## src/rtl/fft_bar_pkg.sv

```systemverilog
// Shared types and constants for the stereo analyzer bar scheduler.
package fft_bar_pkg;

    localparam int BAR_W = 7;

    // Bar height written when the converter never reports completion.
    localparam logic [BAR_W-1:0] TMO_FILL = '0;

    localparam logic CH_L = 1'b0;
    localparam logic CH_R = 1'b1;

    typedef enum logic [2:0] {
        ST_IDLE   = 3'd0,
        ST_ARB    = 3'd1,
        ST_RD     = 3'd2,
        ST_CAP    = 3'd3,
        ST_LAUNCH = 3'd4,
        ST_WAIT   = 3'd5,
        ST_WR     = 3'd6,
        ST_DONE   = 3'd7
    } state_e;

endpackage

```

## src/rtl/fft_bar_scheduler_arbiter.sv

```systemverilog
// Round-robin channel arbiter: one pending latch per channel plus the RR pointer.
module bar_ch_arbiter
    import fft_bar_pkg::*;
(
    input  logic Clock,
    input  logic Reset,
    input  logic ReqL,
    input  logic ReqR,
    input  logic grant_take,
    output logic pend_any,
    output logic grant_ch
);

    logic pend_l_q, pend_l_d;
    logic pend_r_q, pend_r_d;
    logic rr_q, rr_d;

    // Grant selection and next values of the pending latches and the RR pointer.
    always_comb begin
        pend_any = pend_l_q | pend_r_q;

        if (pend_l_q && pend_r_q) begin
            grant_ch = rr_q;
        end else if (pend_r_q) begin
            grant_ch = CH_R;
        end else begin
            grant_ch = CH_L;
        end

        pend_l_d = pend_l_q;
        pend_r_d = pend_r_q;
        rr_d     = rr_q;

        // A grant clears its own latch and points the RR pointer at the other channel.
        if (grant_take) begin
            if (grant_ch == CH_L) begin
                pend_l_d = 1'b0;
            end else begin
                pend_r_d = 1'b0;
            end
            rr_d = ~grant_ch;
        end

        // A request on the grant cycle wins over the clear so the frame is redone later.
        if (ReqL) begin
            pend_l_d = 1'b1;
        end
        if (ReqR) begin
            pend_r_d = 1'b1;
        end
    end

    // Pending latches and RR pointer; pointer starts at L.
    always_ff @(posedge Clock or posedge Reset) begin
        if (Reset) begin
            pend_l_q <= 1'b0;
            pend_r_q <= 1'b0;
            rr_q     <= CH_L;
        end else begin
            pend_l_q <= pend_l_d;
            pend_r_q <= pend_r_d;
            rr_q     <= rr_d;
        end
    end

endmodule

```

## src/rtl/fft_bar_scheduler.sv

```systemverilog
// Walks every bin of a granted channel: read magnitude, convert, write bar height.
//
// Converter handshake: ConvStart is a one-cycle pulse issued only while
// ConvBusy is low; ConvIn is held from CAP until the next CAP; the converter
// reports completion with a one-cycle ConvEnd carrying ConvOut. ConvEnd is only
// honoured in WAIT, and a missing ConvEnd is bounded by the timeout counter.
module fft_bar_scheduler
    import fft_bar_pkg::*;
#(
    parameter int bw_input = 17,
    parameter int bw_bin   = 5,
    parameter int num_bins = 32,
    parameter int bw_tmo   = 6
)(
    input  logic                Clock,
    input  logic                Reset,
    input  logic                ReqL,
    input  logic                ReqR,
    output logic                MagRdCh,
    output logic [bw_bin-1:0]   MagRdAddr,
    input  logic [bw_input-1:0] MagRdData,
    output logic                ConvStart,
    output logic [bw_input-1:0] ConvIn,
    input  logic [BAR_W-1:0]    ConvOut,
    input  logic                ConvEnd,
    input  logic                ConvBusy,
    output logic                BarWe,
    output logic [bw_bin:0]     BarAddr,
    output logic [BAR_W-1:0]    BarData,
    output logic                Busy,
    output logic                FrameDone,
    output logic                DoneCh,
    output logic                TmoErr,
    output state_e              dbg_state
);

    localparam logic [bw_bin-1:0] LAST_BIN  = bw_bin'(num_bins - 1);
    localparam logic [bw_tmo-1:0] TMO_LIMIT = '1;

    state_e                state_q, state_d;
    logic                  ch_q, ch_d;
    logic [bw_bin-1:0]     bin_q, bin_d;
    logic [bw_tmo-1:0]     tmo_q, tmo_d;
    logic [bw_input-1:0]   conv_in_q, conv_in_d;
    logic                  conv_start_q, conv_start_d;
    logic                  mag_rd_ch_q, mag_rd_ch_d;
    logic [bw_bin-1:0]     mag_rd_addr_q, mag_rd_addr_d;
    logic                  bar_we_q, bar_we_d;
    logic [bw_bin:0]       bar_addr_q, bar_addr_d;
    logic [BAR_W-1:0]      bar_data_q, bar_data_d;
    logic                  busy_q, busy_d;
    logic                  frame_done_q, frame_done_d;
    logic                  done_ch_q, done_ch_d;
    logic                  tmo_err_q, tmo_err_d;

    logic                  pend_any;
    logic                  grant_ch;
    logic                  grant_take;

    bar_ch_arbiter u_arb (
        .Clock      (Clock),
        .Reset      (Reset),
        .ReqL       (ReqL),
        .ReqR       (ReqR),
        .grant_take (grant_take),
        .pend_any   (pend_any),
        .grant_ch   (grant_ch)
    );

    // Next-state and registered-output logic; pulses default low every cycle.
    always_comb begin
        state_d       = state_q;
        ch_d          = ch_q;
        bin_d         = bin_q;
        tmo_d         = tmo_q;
        conv_in_d     = conv_in_q;
        conv_start_d  = 1'b0;
        mag_rd_ch_d   = mag_rd_ch_q;
        mag_rd_addr_d = mag_rd_addr_q;
        bar_we_d      = 1'b0;
        bar_addr_d    = bar_addr_q;
        bar_data_d    = bar_data_q;
        frame_done_d  = 1'b0;
        done_ch_d     = done_ch_q;
        tmo_err_d     = tmo_err_q;
        grant_take    = 1'b0;

        case (state_q)
            ST_IDLE: begin
                if (pend_any) begin
                    state_d = ST_ARB;
                end
            end
            ST_ARB: begin
                grant_take    = 1'b1;
                ch_d          = grant_ch;
                bin_d         = '0;
                mag_rd_ch_d   = grant_ch;
                mag_rd_addr_d = '0;
                state_d       = ST_RD;
            end
            ST_RD: begin
                // Read address is already on MagRdCh/MagRdAddr; data returns next cycle.
                state_d = ST_CAP;
            end
            ST_CAP: begin
                conv_in_d = MagRdData;
                state_d   = ST_LAUNCH;
            end
            ST_LAUNCH: begin
                if (!ConvBusy) begin
                    conv_start_d = 1'b1;
                    tmo_d        = '0;
                    state_d      = ST_WAIT;
                end
            end
            ST_WAIT: begin
                tmo_d = tmo_q + 1'b1;
                if (ConvEnd) begin
                    bar_data_d = ConvOut;
                    bar_we_d   = 1'b1;
                    bar_addr_d = {ch_q, bin_q};
                    state_d    = ST_WR;
                end else if (tmo_d == TMO_LIMIT) begin
                    bar_data_d = TMO_FILL;
                    tmo_err_d  = 1'b1;
                    bar_we_d   = 1'b1;
                    bar_addr_d = {ch_q, bin_q};
                    state_d    = ST_WR;
                end
            end
            ST_WR: begin
                if (bin_q == LAST_BIN) begin
                    frame_done_d = 1'b1;
                    done_ch_d    = ch_q;
                    state_d      = ST_DONE;
                end else begin
                    bin_d         = bin_q + 1'b1;
                    mag_rd_addr_d = bin_q + 1'b1;
                    state_d       = ST_RD;
                end
            end
            ST_DONE: begin
                state_d = pend_any ? ST_ARB : ST_IDLE;
            end
            default: begin
                state_d = ST_IDLE;
            end
        endcase

        busy_d = (state_d != ST_IDLE);
    end

    // State and output registers; reset abandons any frame in progress.
    always_ff @(posedge Clock or posedge Reset) begin
        if (Reset) begin
            state_q       <= ST_IDLE;
            ch_q          <= CH_L;
            bin_q         <= '0;
            tmo_q         <= '0;
            conv_in_q     <= '0;
            conv_start_q  <= 1'b0;
            mag_rd_ch_q   <= 1'b0;
            mag_rd_addr_q <= '0;
            bar_we_q      <= 1'b0;
            bar_addr_q    <= '0;
            bar_data_q    <= '0;
            busy_q        <= 1'b0;
            frame_done_q  <= 1'b0;
            done_ch_q     <= 1'b0;
            tmo_err_q     <= 1'b0;
        end else begin
            state_q       <= state_d;
            ch_q          <= ch_d;
            bin_q         <= bin_d;
            tmo_q         <= tmo_d;
            conv_in_q     <= conv_in_d;
            conv_start_q  <= conv_start_d;
            mag_rd_ch_q   <= mag_rd_ch_d;
            mag_rd_addr_q <= mag_rd_addr_d;
            bar_we_q      <= bar_we_d;
            bar_addr_q    <= bar_addr_d;
            bar_data_q    <= bar_data_d;
            busy_q        <= busy_d;
            frame_done_q  <= frame_done_d;
            done_ch_q     <= done_ch_d;
            tmo_err_q     <= tmo_err_d;
        end
    end

    assign MagRdCh   = mag_rd_ch_q;
    assign MagRdAddr = mag_rd_addr_q;
    assign ConvStart = conv_start_q;
    assign ConvIn    = conv_in_q;
    assign BarWe     = bar_we_q;
    assign BarAddr   = bar_addr_q;
    assign BarData   = bar_data_q;
    assign Busy      = busy_q;
    assign FrameDone = frame_done_q;
    assign DoneCh    = done_ch_q;
    assign TmoErr    = tmo_err_q;
    assign dbg_state = state_q;

endmodule

```

## config.mk

```make
export PLATFORM = sky130hd
export DESIGN_NAME = fft_bar_scheduler
export DESIGN_NICKNAME = d
export VERILOG_FILES = /design/src/rtl/fft_bar_pkg.sv /design/src/rtl/fft_bar_scheduler_arbiter.sv /design/src/rtl/fft_bar_scheduler.sv
export SDC_FILE = /design/constraint.sdc
export NUM_CORES = 1
export LEC_CHECK = 0
export ABC_CLOCK_PERIOD_IN_PS = 1550
export BUFFER_PORTS_ARGS = -buffer_cell sky130_fd_sc_hd__buf_2
export CORE_MARGIN = 1.5
export CORE_UTILIZATION = 45
export CTS_CLUSTER_DIAMETER = 80
export DETAILED_ROUTE_END_ITERATION = 7
export HOLD_SLACK_MARGIN = 0.02
export MAX_ROUTING_LAYER = met4
export PLACE_DENSITY = 0.75
export SYNTH_ARGS = -nofsm -noshare
export SYNTH_HDL_FRONTEND = slang
export SYNTH_SLANG_ARGS = --single-unit
```

## constraint.sdc

```tcl
create_clock -name Clock -period 1.55 [get_ports Clock]
set_input_delay 0.155 -clock Clock [delete_from_list [all_inputs] [get_ports Clock]]
set_output_delay 0.155 -clock Clock [all_outputs]
set_load 0.005 [all_outputs]
```

==> metrics.cfg, run 1 <==
[synth]
synth_top_area_frac=0.5739
synth_area_per_cell_um2=12.33
synth_most_common_cell=dfrtp_1
syn_inst=191
netlist_top_cells_count=54 x dfrtp_1, 22 x mux2_2, 15 x nor2_1
synth_area_leader_cell=dfrtp_1
mappedNetlistNets=225
synth_ff_type=dfrtp_1
synth_cell_types=40
synth_warnings=0
synth-edff-count=0
synth_seq_cells=54
synth_area_leaders=dfrtp_1 57%, mux2_2 11%, a22o_1 2.6%
netlist_area_um2=2355
async_reset_ff_frac=1.000
seq_area_frac_synth=0.5739

[sta]
fin_ws_ns=-0.07416
finalClockSkew_ns=0.007078
tightest_slew_ns=0.3544
max_freq_ghz=0.6157
rsz0062_at_grt=true
relSlewSlack=0.7637
fin_crit_sh=1.048
post-route-min-period_ns=1.624
drv_slew=0
setup_viol=12
timing.final.hold_violations=0

[drt]
postRouteAntennaNets=0
routed_wirelength_um=5098
drc_errors=0
vias_per_cell=5.049
drt-pass1-iter-count=4
drt-initial-drc-count=92
num_vias=1863
wire_per_inst_um=13.82

[die]
coreArea_um2=5075
dieArea_um2=5676
fp.dieH_um=75.34
fp.dieW_um=75.34
initial_core_util=0.4640
rows=26
io_pins=75

[cells_and_area]
n_antenna_cell=0
drive_gt1_frac=0.5418
final_nets=333
nFillCells=417
post-route-util=0.6568
register_area_um2=1355
syn2layout_area_growth_pct=41.55
multi_input_area_um2=1087
fin_area_um2=3333

[power]
ir_drop_mv=0.9053
power_density_nw_per_um2=1801
p_leak_nw=1.615

[run_status]
violations=setup timing
outcome=finished, violations left

[grt]
grt_usage=0.1930
grt_pass1_vias=1721
grt-ovfl-total=0
grt_pass1_wl_um=7914
grt_max_degree=55
antenna_found_initial=0

[clock_tree]
clock_tree.root_cell=clkbuf_8
clk_pin_slew_ns=0.10
cts_tree=built
clkSinkCount=54
cts_buffer_depth=2
h-tree-depth=2
clk_latency_ns=0.31
cts_buffers=5

[worst_hold_path]
holdPathStages=2
hold_class=in -> reg

[critical_path]
path_max_fanout=7
reg2reg_to=BarAddr[0]$_DFFE_PP0P_
endpoint=BarAddr[0]$_DFFE_PP0P_
worst_setup_path_end_kind=register
start_kind=register
arrival_ns=1.82
r2r_setup_slack_ns=-0.07
rr_startpoint=tmo_q[1]$_DFFE_PP0P_
worstPathRequired_ns=1.75
crit_type=reg -> reg
startpoint=tmo_q[1]$_DFFE_PP0P_
reg2regPathDepth=5

[place]
dpl.hpwl_um=3370
portBuffers=74
gp_congestion=0.7972
placed_area_um2=2993

[job]
drv_cap=0

-- sequential cells by signal, summed over array words and instances, names as in the netlist --
name / count
ConvIn: 17
BarData: 7
BarAddr: 6
tmo_q: 6
MagRdAddr: 5
dbg_state: 3
BarWe: 1
Busy: 1
ConvStart: 1
DoneCh: 1
FrameDone: 1
MagRdCh: 1
TmoErr: 1
u_arb.pend_l_q: 1
u_arb.pend_r_q: 1
u_arb.rr_q: 1
-- worst min path at each step --
| stage | from | end | slack, ns |
|---|---|---|---|
| after floorplan | ConvBusy | ConvStart$_DFF_PP0_ | 0.24 |
| after CTS | MagRdData[1] | ConvIn[1]$_DFFE_PP0P_ | 0.06 |
| after global placement | Reset | ConvIn[10]$_DFFE_PP0P_ | 0.23 |
| after detailed placement | Reset | ConvIn[12]$_DFFE_PP0P_ | 0.23 |
| final | MagRdData[0] | ConvIn[0]$_DFFE_PP0P_ | 0.07 |
| after global routing | MagRdData[4] | ConvIn[4]$_DFFE_PP0P_ | 0.05 |
-- worst max-delay path, stage by stage, from the launching register on --
cell and delay [ns]:
dfrtp_2 0.47, ha_4 0.20, xnor2_4 0.14, o21ai_4 0.21
nand3_4 0.17, mux2_4 0.33
-- cells by family (layout without fill, tap and decap cells) --
group / count (synthesis) / after routing / share of synthesized area
compound gates: 42 / 42 / 0.1227
xor+xnor: 3 / 3 / 0.01116
fa+ha+maj: 4 / 4 / 0.02125
buf+inv: 13 / 120 / 0.02656
flops: 54 / 54 / 0.5739
mux: 26 / 26 / 0.1318
simple gates: 49 / 50 / 0.1126
-- per-stage QoR --
step | cells | hold WS, ns | worst slack (ns) | power, mW | setup TNS [ns]
floorplan | 191 | 0.2376 | -0.07267 | 3.708 | -0.1453
global placement | 350 | 0.2277 | -0.02089 | 4.655 | -0.04160
detailed placement | 350 | 0.2297 | -0.07647 | 4.735 | -0.4745
CTS | 364 | 0.05858 | -0.07779 | 5.816 | -0.6145
global route | 369 | 0.05070 | -0.1082 | 6.444 | -1.164
finish | 369 | 0.06612 | -0.07416 | 6.003 | -0.5384
-- report_power, final --
part / switching [mW] / internal (mW)
registers: 0.428 / 1.97
logic: 1.15 / 1.48
clock network: 0.458 / 0.517
-- repair_timing --
action	in CTS	in global routing
hold endpoints to repair	56	0
pin swaps	12	6
hold buffers	3	0
buffers inserted	3	5
gates resized for setup	6	21
gates cloned	1	0
setup endpoints to repair	15	24
-- cell usage in the layout (no fill, tap or decap), types with 2 or more instances in the layout --
cell	n
inv_1	3
inv_2	2
nand3_1	2
xnor2_1	2
a22o_1	7
nand3_4	4
dlygate4sd3_1	3
dfrtp_1	51
a41o_1	2
a21oi_1	8
buf_12	2
nand2b_1	3
o21a_1	2
nand2_1	12
o32ai_1	2
buf_6	4
buf_2	74
clkbuf_8	6
buf_4	24
a21o_1	2
nor2_1	13
o21ai_0	10
ha_4	3
mux2_2	22
nor2b_1	2
o31ai_1	2
and2_1	2
dfrtp_2	3
mux2_4	2
-- routing by layer --
metal / track usage / share of wire
met4: 0.04762 / 0.0090
met3: 0.06217 / 0.070
met5: - / 0
met2: 0.3021 / 0.46
met1: 0.2450 / 0.46
-- area by class of cell --
type | instances | area share
clock buffers | 6 | 0.02477
clock inverters | 1 | 0.009009
inverters | 6 | 0.007508
multi-input cells | 125 | 0.3262
flip-flops and latches | 54 | 0.4065
well taps | 70 | 0.02628
repair buffers | 107 | 0.1997
Power figures use the tool's default switching activity.
==> inputs of run 2 (changes only) <==
Settings changed: CELL_PAD_IN_SITES_DETAIL_PLACEMENT from default to 0, CELL_PAD_IN_SITES_GLOBAL_PLACEMENT from default to 1, CORE_UTILIZATION 45 to 35, PLACE_DENSITY 0.75 to default, PLACE_DENSITY_LB_ADDON from default to 0.1, SLEW_MARGIN from default to 20.
==> run 2 against run 1 <==
Effect of this change:
- the flow finishes with violations (DRC, setup timing)
- clock power down 1%
- total power shrank 0.87%
- via count shrank 1.9%
- worst setup slack gained 0.023 ns
- maximum frequency increased by 1.5%
- non-clock buffer count shrank 1
- cell area is 0.98% lower
- highest routed layer unchanged
- first-iteration DRC count fell by 50%
==> metrics.cfg, run 2 (same netlist as run 1, synthesis figures left out) <==
[sta]
drv_slew=0  ; unchanged
setup_viol=14  ; was 12
fin_crit_sh=1.033  ; was 1.048
max_freq_ghz=0.6247  ; was 0.6157 GHz
fin_ws_ns=-0.05068  ; was -0.07416 ns
rsz0062_at_grt=true  ; unchanged
post-route-min-period_ns=1.601  ; was 1.624 ns
finalClockSkew_ns=0.007720  ; was 0.007078 ns
timing.final.hold_violations=0  ; unchanged
relSlewSlack=0.7980  ; was 0.7637
tns_ns=-0.3795  ; was -0.5384 ns
tightest_slew_ns=0.2990  ; was 0.3544 ns

[drt]
routed_wirelength_um=5339  ; was 5098 um
drc_errors=6  ; was 0
num_vias=1828  ; was 1863
wire_per_inst_um=14.20  ; was 13.82 um
drt-initial-drc-count=46  ; was 92
vias_per_cell=4.862  ; was 5.049
postRouteAntennaNets=0  ; unchanged
drt-pass1-iter-count=6  ; was 4

[power]
p_leak_nw=1.608  ; was 1.615 nW
intPower_mw=3.904  ; was 3.961 mW
p_sw_mw=2.046  ; was 2.041 mW
p_total_mw=5.950  ; was 6.003 mW
power_density_nw_per_um2=1803  ; was 1801 nW/um2
p_clk_frac=0.162  ; was 0.163
power_frac_comb=0.438  ; about the same
switching_share=0.3439  ; was 0.3400
ir_drop_mv=0.7146  ; was 0.9053 mV
p_seq_frac=0.400  ; was 0.399

[grt]
grtUsageMet2=0.2431  ; was 0.3021
use_met1=0.2133  ; was 0.2450
grt-ovfl-total=0  ; unchanged
grt_pass1_vias=1845  ; was 1721
grt_pass1_wl_um=8797  ; was 7914 um
grtUsageMet3=0.03307  ; was 0.06217
grt_max_degree=55  ; unchanged
grt_busiest_layer=met2  ; unchanged
antenna_found_initial=0  ; unchanged
grt_usage=0.1571  ; was 0.1930

[place]
portBuffers=74  ; unchanged
dpl.cell_count=361  ; was 350
dpl.hpwl_um=3690  ; was 3370 um
gp_congestion=0.8322  ; was 0.7972
dpl_worst_slack_ns=-0.07455  ; was -0.07647 ns
placed_area_um2=3032  ; was 2993 um2

[cells_and_area]
final_common_cell=buf_2  ; unchanged
fin_area_um2=3301  ; was 3333 um2
drive_gt1_frac=0.5284  ; was 0.5418
n_antenna_cell=0  ; unchanged
syn2layout_area_growth_pct=40.17  ; was 41.55%
layout_common_cells=74 x buf_2, 52 x dfrtp_1, 25 x buf_4  ; was 74 x buf_2, 51 x dfrtp_1, 24 x buf_4
final_nets=332  ; was 333
final_cell_count_no_fill=376  ; was 369
nFillCells=604  ; was 417
largest_register_ffs=17  ; unchanged

[clock_tree]
cts_buffers=5  ; unchanged
h-tree-depth=2  ; unchanged
clkSinkCount=54  ; unchanged
clk_pin_slew_ns=0.10  ; about the same
cts_tree=built  ; unchanged
clock_tree.root_cell=clkbuf_8  ; unchanged
cts_buffer_depth=2  ; unchanged
clk_latency_ns=0.31  ; about the same

[critical_path]
cp_slowest_cell=dfrtp_2  ; unchanged
arrival_ns=1.80  ; was 1.82 ns
path_max_fanout=7  ; unchanged
cp_cell_sequence=ha_4 -> xnor2_4 -> o21ai_4 -> nand3_4 -> mux2_4  ; unchanged
crit_type=reg -> reg  ; unchanged
worst_setup_path_end_kind=register  ; unchanged
start_kind=register  ; unchanged
worstPathRequired_ns=1.75  ; about the same
cpPeakStageDelay_ns=0.45  ; was 0.47 ns

[die]
rows=29  ; was 26
coreArea_um2=6422  ; was 5075 um2
io_pins=75  ; unchanged
fp.dieW_um=85.03  ; was 75.34 um
fp.dieH_um=85.03  ; was 75.34 um
dieArea_um2=7229  ; was 5676 um2
initial_core_util=0.3666  ; was 0.4640

[job]
drv_cap=0  ; unchanged

[run_status]
violations=DRC, setup timing  ; was setup timing
outcome=finished, violations left  ; unchanged

[worst_hold_path]
hold_class=in -> reg  ; unchanged

[run 2: changes by cell type in the layout (fill, tap and decap cells not counted), moves of 2 or more]
cell | before | now
nand3_4 | 4 | 2
o32ai_2 | 0 | 2
o32ai_1 | 2 | 0
buf_6 | 4 | 2
nand3_2 | 1 | 3
[run 2: worst paths after layout]
| path | depth (start not counted) | start | slack, ns | to |
|---|---|---|---|---|
| setup / recovery | 5 | tmo_q[1]$_DFFE_PP0P_ | -0.05 | BarAddr[0]$_DFFE_PP0P_ |
| hold / removal | 2 | ReqR | 0.03 | u_arb.pend_r_q$_DFFE_PP0P_ |
| setup reg to reg | 5 | tmo_q[1]$_DFFE_PP0P_ | -0.05 | BarAddr[0]$_DFFE_PP0P_ |
| hold reg to reg | 1 | TmoErr$_DFFE_PP0P_ | 0.50 | TmoErr$_DFFE_PP0P_ |
| max in group asynchronous | 4 | Reset | 0.87 | tmo_q[0]$_DFFE_PP0P_ |
| min in group asynchronous | 4 | Reset | 0.44 | ConvIn[14]$_DFFE_PP0P_ |
[run 2: layout make-up]
class,count,area [um2],share of cell area
clock inverter,3,43.79,0.01327
inverter,6,25.02,0.007581
sequential,54,1354,0.4102
timing repair buffer,106,650.6,0.1971
multi-input combinational,125,1062,0.3218
clock buffer,5,68.82,0.02085
tap,77,96.34,0.02919
[run 2: repair_timing]
action | CTS | global route
endpoints found under the setup margin | 17 | 23
buffers inserted | 2 | 1
hold buffers | 3 | 0
gates resized for setup | 5 | 13
hold endpoints to repair | 56 | 0
gates cloned | 1 | 0
pin swaps | 2 | 7
[run 2: critical path: cells and delay by family (launching register included)]
| family | cells | cell delay, ns |
|---|---|---|
| AOI/OAI and AO/OA | 1 | 0.23 |
| xor gates and xnor gates | 1 | 0.13 |
| adders and majority gates | 1 | 0.19 |
| DFF | 1 | 0.45 |
| muxes | 1 | 0.32 |
| and+or+nand+nor | 1 | 0.16 |
[run 2: routing by layer]
layer / part of all wire / wire [um]
met2: 0.45 / 2394
met1: 0.48 / 2577
met4: 0.0090 / 48
met3: 0.059 / 317
met5: 0 / 0
[run 2: through the flow]
step	hold slack, ns	util
after global placement	0.2328	0.4720
after global routing	0.03683	0.5139
after detailed placement	0.2318	0.4720
after floorplan	0.2376	-
after CTS	0.02208	0.5034
final	0.02649	0.5139
[run 2: power by group through the flow]
stage,Clock [mW],Sequential [mW],Combinational (mW)
after detailed placement,0,2.37,2.47
after CTS,1.00,2.35,2.57
after global routing,1.05,2.46,2.89
after floorplan,0,2.40,1.31
final,0.963,2.38,2.61
after global placement,0,2.37,2.45
